==> src/rtl/mem_arbiter.sv <==
// Multi-port arbiter in front of a single-ported synchronous memory.
// Each transaction takes IDLE -> ACCESS -> RESP. Grants are round-robin or fixed priority.
module mem_arbiter #(
    parameter int NUM_PORTS = 2,
    parameter int DATA_W    = 32,
    parameter int ADDR_W    = 32,
    parameter int MEM_WORDS = 6144,
    parameter int RR_MODE   = 1
) (
    input  logic                              clk,
    input  logic                              resetn,
    input  logic [NUM_PORTS-1:0]              req_valid,
    input  logic [NUM_PORTS*ADDR_W-1:0]       req_addr,
    input  logic [NUM_PORTS*DATA_W-1:0]       req_wdata,
    input  logic [NUM_PORTS*(DATA_W/8)-1:0]   req_wstrb,
    output logic [NUM_PORTS-1:0]              req_ready,
    output logic [NUM_PORTS-1:0]              req_err,
    output logic [DATA_W-1:0]                 req_rdata,
    output logic                              mem_en,
    output logic [DATA_W/8-1:0]               mem_we,
    output logic [$clog2(MEM_WORDS)-1:0]      mem_addr,
    output logic [DATA_W-1:0]                 mem_wdata,
    input  logic [DATA_W-1:0]                 mem_rdata,
    output logic                              busy
);

    localparam int STRB_W = DATA_W / 8;
    localparam int OFF_W  = $clog2(STRB_W);
    localparam int MA_W   = $clog2(MEM_WORDS);
    localparam int IDX_W  = (NUM_PORTS > 1) ? $clog2(NUM_PORTS) : 1;
    localparam logic [63:0] MEM_BYTES = 64'(MEM_WORDS) * 64'(STRB_W);

    typedef enum logic [1:0] {
        ST_IDLE   = 2'd0,
        ST_ACCESS = 2'd1,
        ST_RESP   = 2'd2
    } state_t;

    state_t              state_r;
    state_t              state_s;
    logic [IDX_W-1:0]    last_r;
    logic [IDX_W-1:0]    gnt_r;
    logic [ADDR_W-1:0]   addr_r;
    logic [DATA_W-1:0]   wdata_r;
    logic [STRB_W-1:0]   wstrb_r;
    logic [IDX_W-1:0]    win_s;
    logic                found_s;
    logic                in_range_s;
    logic                is_read_s;

    assign in_range_s = (64'(addr_r) < MEM_BYTES);
    assign is_read_s  = (wstrb_r == {STRB_W{1'b0}});
    assign busy       = (state_r != ST_IDLE);

    // Winner selection: round-robin search starts just after the last grant.
    always_comb begin
        win_s   = {IDX_W{1'b0}};
        found_s = 1'b0;
        if (RR_MODE != 0) begin
            for (int k = 1; k <= NUM_PORTS; k++) begin
                win_s   = (!found_s && req_valid[(int'(last_r) + k) % NUM_PORTS])
                          ? IDX_W'((int'(last_r) + k) % NUM_PORTS) : win_s;
                found_s = found_s | req_valid[(int'(last_r) + k) % NUM_PORTS];
            end
        end else begin
            for (int k = NUM_PORTS - 1; k >= 0; k--) begin
                win_s = req_valid[k] ? IDX_W'(k) : win_s;
            end
            found_s = |req_valid;
        end
    end

    // Next-state logic for the three-phase transaction sequence.
    always_comb begin
        state_s = state_r;
        case (state_r)
            ST_IDLE:   state_s = found_s ? ST_ACCESS : ST_IDLE;
            ST_ACCESS: state_s = ST_RESP;
            ST_RESP:   state_s = ST_IDLE;
            default:   state_s = ST_IDLE;
        endcase
    end

    // State register.
    always_ff @(posedge clk or negedge resetn) begin
        if (!resetn) begin
            state_r <= ST_IDLE;
        end else begin
            state_r <= state_s;
        end
    end

    // Capture the winning request; later valid changes cannot disturb it.
    always_ff @(posedge clk or negedge resetn) begin
        if (!resetn) begin
            last_r  <= IDX_W'(NUM_PORTS - 1);
            gnt_r   <= {IDX_W{1'b0}};
            addr_r  <= {ADDR_W{1'b0}};
            wdata_r <= {DATA_W{1'b0}};
            wstrb_r <= {STRB_W{1'b0}};
        end else if (state_r == ST_IDLE && found_s) begin
            last_r  <= win_s;
            gnt_r   <= win_s;
            addr_r  <= req_addr[int'(win_s) * ADDR_W +: ADDR_W];
            wdata_r <= req_wdata[int'(win_s) * DATA_W +: DATA_W];
            wstrb_r <= req_wstrb[int'(win_s) * STRB_W +: STRB_W];
        end
    end

    // Output decode from the state and latched request only.
    always_comb begin
        req_ready = {NUM_PORTS{1'b0}};
        req_err   = {NUM_PORTS{1'b0}};
        req_rdata = {DATA_W{1'b0}};
        mem_en    = 1'b0;
        mem_we    = {STRB_W{1'b0}};
        mem_addr  = {MA_W{1'b0}};
        mem_wdata = {DATA_W{1'b0}};
        case (state_r)
            ST_ACCESS: begin
                mem_en    = in_range_s;
                mem_we    = in_range_s ? wstrb_r : {STRB_W{1'b0}};
                mem_addr  = MA_W'(addr_r >> OFF_W);
                mem_wdata = wdata_r;
            end
            ST_RESP: begin
                req_ready[gnt_r] = 1'b1;
                req_err[gnt_r]   = ~in_range_s;
                req_rdata        = (in_range_s && is_read_s) ? mem_rdata : {DATA_W{1'b0}};
            end
            default: begin
                req_ready = {NUM_PORTS{1'b0}};
            end
        endcase
    end

endmodule

==> config.mk <==
export PLATFORM = sky130hd
export DESIGN_NAME = mem_arbiter
export DESIGN_NICKNAME = d
export VERILOG_FILES = /design/src/rtl/mem_arbiter.sv
export SDC_FILE = /design/constraint.sdc
export NUM_CORES = 1
export LEC_CHECK = 0
export BUFFER_PORTS_ARGS = -buffer_cell sky130_fd_sc_hd__buf_2
export CORE_UTILIZATION = 40
export CTS_CLUSTER_DIAMETER = 150
export DETAILED_ROUTE_END_ITERATION = 10
export GPL_TIMING_DRIVEN = 0
export PLACE_DENSITY = 0.78
export SKIP_LAST_GASP = 1
export SLEW_MARGIN = 0
export SYNTH_ARGS = -nofsm -noshare
export SYNTH_HDL_FRONTEND = slang
export SYNTH_SLANG_ARGS = --single-unit
==> constraint.sdc <==
create_clock -name clk -period 1.5 [get_ports clk]
set_clock_uncertainty 0.05 [all_clocks]
set_input_delay 0.15 -clock clk [delete_from_list [all_inputs] [get_ports clk]]
set_output_delay 0.15 -clock clk [all_outputs]
set_load 0.02 [all_outputs]
==> Word-level counts from Yosys, hierarchy flattened <==
Index checks and enable logic that the tools add are counted.
{ "word_totals": {"reg_bits": 72, "inputBits": 172, "word_cells": 52} }
{ "op_classes": {"add_sub_neg": 2, "order_cmp": 5, "eq_ne": 2, "shifts": 3, "muxes": 21, "bitwise": 5, "reduce_logical": 8} }
{ "ops": {"columns": ["cell", "n"], "rows": [
  ["64-bit by 7-bit indexed part select with 32-bit output", 2],
  ["32-bit 2-to-1 mux", 3],
  ["32-bit by 15-bit < comparator with 1-bit output (second input constant)", 1],
  ["13-bit 2-to-1 mux", 1],
  ["1-bit 2-to-1 mux", 11],
  ["4-bit 2-to-1 mux", 2],
  ["8-bit by 4-bit indexed part select with 4-bit output", 1],
  ["2-bit by 3-bit < comparator with 1-bit output (second input constant)", 2],
  ["1-bit logical AND", 4],
  ["4-bit zero test", 1],
  ["2-bit 2-to-1 mux", 2],
  ["2-bit one-hot mux with 2 select lines", 1],
  ["1-bit adder (second input constant)", 2],
  ["1-bit AND (first input constant)", 2],
  ["2-bit AND", 1],
  ["2-bit by 1-bit equality test with 1-bit output (second input constant)", 1],
  ["2-bit equality test (second input constant)", 1],
  ["2-bit zero test", 1],
  ["1-bit by 2-bit < comparator with 1-bit output (second input constant)", 1],
  ["2-bit nonzero test", 1],
  ["1-bit demux with 1-bit select", 1],
  ["1-bit >= comparator (second input constant)", 1],
  ["1-bit zero test", 1],
  ["1-bit inverter", 1],
  ["1-bit bitwise OR", 1]
]} }

==> Longest topological paths before layout <==
{ "depth": {"depth_word": 9, "depth_mapped": 5} }

==> Least setup slack after synthesis <==
No wires, ideal clock.
{ "synth_path": {"kind": "register -> output", "start": "register state_r[0]", "end": "output req_err[0]", "arrival_time_ns": 1.618, "slack_ns": -0.318, "stages_incl_launch_ff": 5, "path_buffers": 1, "cell_sequence": "dfrtp_1 > nor2b_1 > clkbuf_1 > nor2b_1 > a21boi_0"} }
{ "synth_via": {"elab_chain_len": 2} }
{ "synth_rtl": {"columns": ["element", "line", "rtl"], "rows": [
  ["start: declaration", "39", "state_t state_r;"],
  ["start signal: assignment", "89", "state_r <= state_s;"],
  ["2-bit equality test", "119", "case (state_r)"],
  ["2-bit 2-to-1 mux", "119", null],
  ["end: declaration", "17", "output logic [NUM_PORTS-1:0] req_err,"]
]} }
No other way between the ends.

==> Worst setup path after layout <==
{ "layout_path": {"start": "register wstrb_r[3]", "end": "output req_rdata[30]"} }
{ "layout_via": {"elab_chain_len": 4} }
{ "layout_rtl": {"columns": ["element", "line", "rtl"], "rows": [
  ["start: declaration", "45", "logic [STRB_W-1:0] wstrb_r;"],
  ["start signal: assignment", "100", "wstrb_r <= {STRB_W{1'b0}};"],
  ["start signal: assignment", "106", "wstrb_r <= req_wstrb[int'(win_s) * STRB_W +: STRB_W];"],
  ["4-bit zero test", "52", "assign is_read_s = (wstrb_r == {STRB_W{1'b0}});"],
  ["1-bit logical AND", "129", "req_rdata = (in_range_s && is_read_s) ? mem_rdata : {DATA_W{1'b0}};"],
  ["32-bit 2-to-1 mux", "129", null],
  ["32-bit 2-to-1 mux", "119", null],
  ["end: declaration", "18", "output logic [DATA_W-1:0] req_rdata,"]
]} }
No other way between the ends.

==> metrics.txt <==
run status finished, violations left; violated checks negative setup slack; total nets after synthesis 546; total of warnings raised by yosys 0; max-capacitance violation count 0; achievable frequency 473 MHz; TritonCTS clock tree done; die height 106 microns; cell at the slowest stage of the critical path sky130_fd_sc_hd__dfrtp_1; Placeable Area 10500 sq um; Mean Syn Cell Area 11.7 sq um; Slew Viols, Final 0; initial cell density of the core 41.7%; wire length on met1 5440 microns; number of design rule violations left after detail routing 0; worst hold margin 0.0820 ns; post-detailed-placement half-perimeter wirelength 9720 microns; Setup crit end kind primary output; pin count of the biggest net entering global routing 71; Max Buffers Root-to-Sink 2; fin cells 820; Comb pwr share 60.9%; Die X 106 microns; crit share post-route 141%; Critical Path AT 1.92 ns; count of nets left with antenna violations after detail routing 0; cells along the critical path nor4_4, buf_4, buf_4, nand3_1, nor3_4, buf_2; number of input and output port buffers inserted 254; Setup CP Type reg -> out; dominant cell type by count on the critical path sky130_fd_sc_hd__buf_4; fraction of the yosys area taken by sequential cells 40.1%; relative max-transition margin 39.6%; initial detailed-routing violation count 216; setup total negative slack -52.82 ns; most common cell after layout, fill and taps aside sky130_fd_sc_hd__buf_2; leakage 4.21 nW; area after detailed placement 6290 sq um; met3 wirelength from detailed routing 1030 microns; gate count of the mapped netlist 374; endpoint required time on the critical path 1.30 ns; number of nets in the final layout 851; number of global-route vias before repair 4221; Max H-tree Level 3; worst reg2reg setup slack -0.33 ns; cell chosen for the clock root sky130_fd_sc_hd__clkbuf_8; total power consumption of the routed design 12.8 mW; number of hold violations in the final report 0; overall track demand over capacity in global routing 22.6%; Wirelength per Cell 18.1 microns; routability congestion estimate 0.789; power per cell area 1630 nW/um^2; Routed met2 length 8100 microns; Post-Place Cells 764; Vias per Instance 5.09; unique cell type count in the Yosys netlist 29; internal power summed over all cells 8.12 mW; net switching component of the power 4.72 mW; fraction of power consumed by sequential logic 28.4%; transition time at the pin with the least slew margin 0.906 ns; fraction of final layout cells sized beyond drive strength 1 80.6%; final setup fails 155; class of the tightest hold or removal check in -> reg; commonest cells after routing, fill and taps aside sky130_fd_sc_hd__buf_2, sky130_fd_sc_hd__mux2_4, sky130_fd_sc_hd__dfrtp_1; Net Sw Frac 36.8%; IO Count 259; Final min period 2.12 ns; number of standard-cell rows in the floorplan 37; via count of the routed design 4176; total clock buffers created by CTS 9; crit-path max FO 10; clock-pin slew on the worst setup and hold paths 0.07 ns; top routing layer used met4; die footprint 11300 sq um; Largest stage delay, worst path 0.42 ns; area delta synth->final 80.2%; number of sinks driven by the clock tree 70; Ant. Diodes 0; total wire length 14800 microns; number of storage elements in the synthesis netlist 70; first-pass GRT wire length 20000 microns; overflow left after global routing 0; # fillers 666; Clock Latency Late Sink 0.34 ns; startpoint kind of the worst setup timing path flop; antenna violations before repair 0; Syn Std Cell Area 4370 sq um; clock group share of total power 10.7%; final setup slack of the worst path -0.616 ns; Worst IR Drop VDD 1.09 mV; unrepaired setup endpoints after global routing yes; drt first pass iters 4; post-route cell area 7870 sq um
==> per-layer routing <==
metal / global-route usage (%) / vias up
met4: 6.07 / 0
met1: 24.9 / 2023
li1: - / 1941
met5: 0 / -
met2: 42.5 / 190
met3: 6.19 / 22
==> worst max-delay path, delay by kind of cell (launching register included) <==
| kind | cells | cell delay [ns] |
|---|---|---|
| buffers and inverters | 3 | 0.53 |
| flip-flops | 1 | 0.42 |
| AND/OR/NAND/NOR | 3 | 0.64 |
==> final timing paths <==
kind | to | depth (start not counted) | from
max in group asynchronous | wdata_r[5] | 2 | resetn
min in group asynchronous | wdata_r[26] | 2 | resetn
max | req_rdata[30] | 6 | wstrb_r[3]
min | wstrb_r[1] | 3 | req_wstrb[5]
min reg2reg | wdata_r[13] | 1 | wdata_r[13]
max reg2reg | addr_r[24] | 6 | state_r[0]
==> power groups by stage <==
stage          registers [mW]  clock network [mW]  logic, mW
2_1_floorplan            3.31                   0       3.89
3_3_place_gp             3.44                   0       5.08
3_5_place_dp             3.49                   0       5.21
4_1_cts                  3.52                1.39       5.47
5_1_grt                  3.75                1.48       8.23
6_report                 3.64                1.38       7.82
==> flip-flops by register name, indices dropped and copies added, names as in the netlist <==
signal and cells:
wdata_r 32, addr_r 30, wstrb_r 4, state_r 2
gnt_r 1, last_r 1
==> kinds of logic (layout without fill, tap and decap cells) <==
logic type	Yosys count	count (layout)	share of synthesized area, %
buf+inv	36	346	4.79
mux	134	134	36.7
flops	70	70	40.1
compound gates	4	4	0.774
simple gates	130	130	17.6
==> through the flow <==
stage               worst slack (ns)  util (%)
finish                        -0.616      75.2
detailed placement            -0.523      60.1
floorplan                     -0.109         -
global route                  -0.699      75.2
CTS                           -0.619      64.3
global placement              -0.509      60.1
==> synth_stat cells <==
library cell                n  area [sq um]
sky130_fd_sc_hd__mux2_2    98          1100
sky130_fd_sc_hd__dfrtp_1   69          1730
sky130_fd_sc_hd__and2_1    47           294
sky130_fd_sc_hd__nand3_1   32           160
sky130_fd_sc_hd__nor3_1    30           150
sky130_fd_sc_hd__mux2_4    28           420
sky130_fd_sc_hd__buf_2     11          55.1
sky130_fd_sc_hd__clkbuf_1   8          30.0
sky130_fd_sc_hd__mux2i_1    8          80.1
sky130_fd_sc_hd__nor4_1     6          37.5
sky130_fd_sc_hd__buf_4      5          37.5
sky130_fd_sc_hd__inv_1      5          18.8
sky130_fd_sc_hd__buf_6      4          45.0
sky130_fd_sc_hd__nor3_2     4          40.0
sky130_fd_sc_hd__a21boi_0   2          15.0
sky130_fd_sc_hd__buf_1      2          7.51
sky130_fd_sc_hd__nor2b_1    2          12.5
sky130_fd_sc_hd__nor4_2     2          25.0
sky130_fd_sc_hd__a211oi_1   1          7.51
sky130_fd_sc_hd__a21boi_2   1          11.3
sky130_fd_sc_hd__and3_1     1          6.26
sky130_fd_sc_hd__buf_8      1          15.0
sky130_fd_sc_hd__dfstp_2    1          26.3
sky130_fd_sc_hd__nand2_1    1          3.75
sky130_fd_sc_hd__nand2b_1   1          6.26
sky130_fd_sc_hd__nand3_2    1          10.0
sky130_fd_sc_hd__nor2_1     1          3.75
sky130_fd_sc_hd__nor2_4     1          11.3
sky130_fd_sc_hd__or2_1      1          6.26
==> cell type report <==
cell class / instances / area [sq um] / share of cell area (%)
flip-flops and latches: 70 / 1750 / 22.3
clock buffers: 9 / 124 / 1.57
repair buffers: 294 / 2140 / 27.2
plain buffers: 31 / 428 / 5.44
well taps: 136 / 170 / 2.16
multi-input cells: 268 / 3180 / 40.4
inverters: 5 / 26.3 / 0.334
clock inverters: 7 / 50.0 / 0.636
==> repair_timing <==
item | CTS | global route
hold buffers | 1 | 0
endpoints found under the setup margin | 155 | 154
endpoints found under the hold margin | 69 | 0
pin swaps | 4 | 14
gates cloned | 1 | 9
setup buffers | 9 | 20
gates resized for setup | 41 | 228
Note: power is estimated with default switching activity, not from simulation.
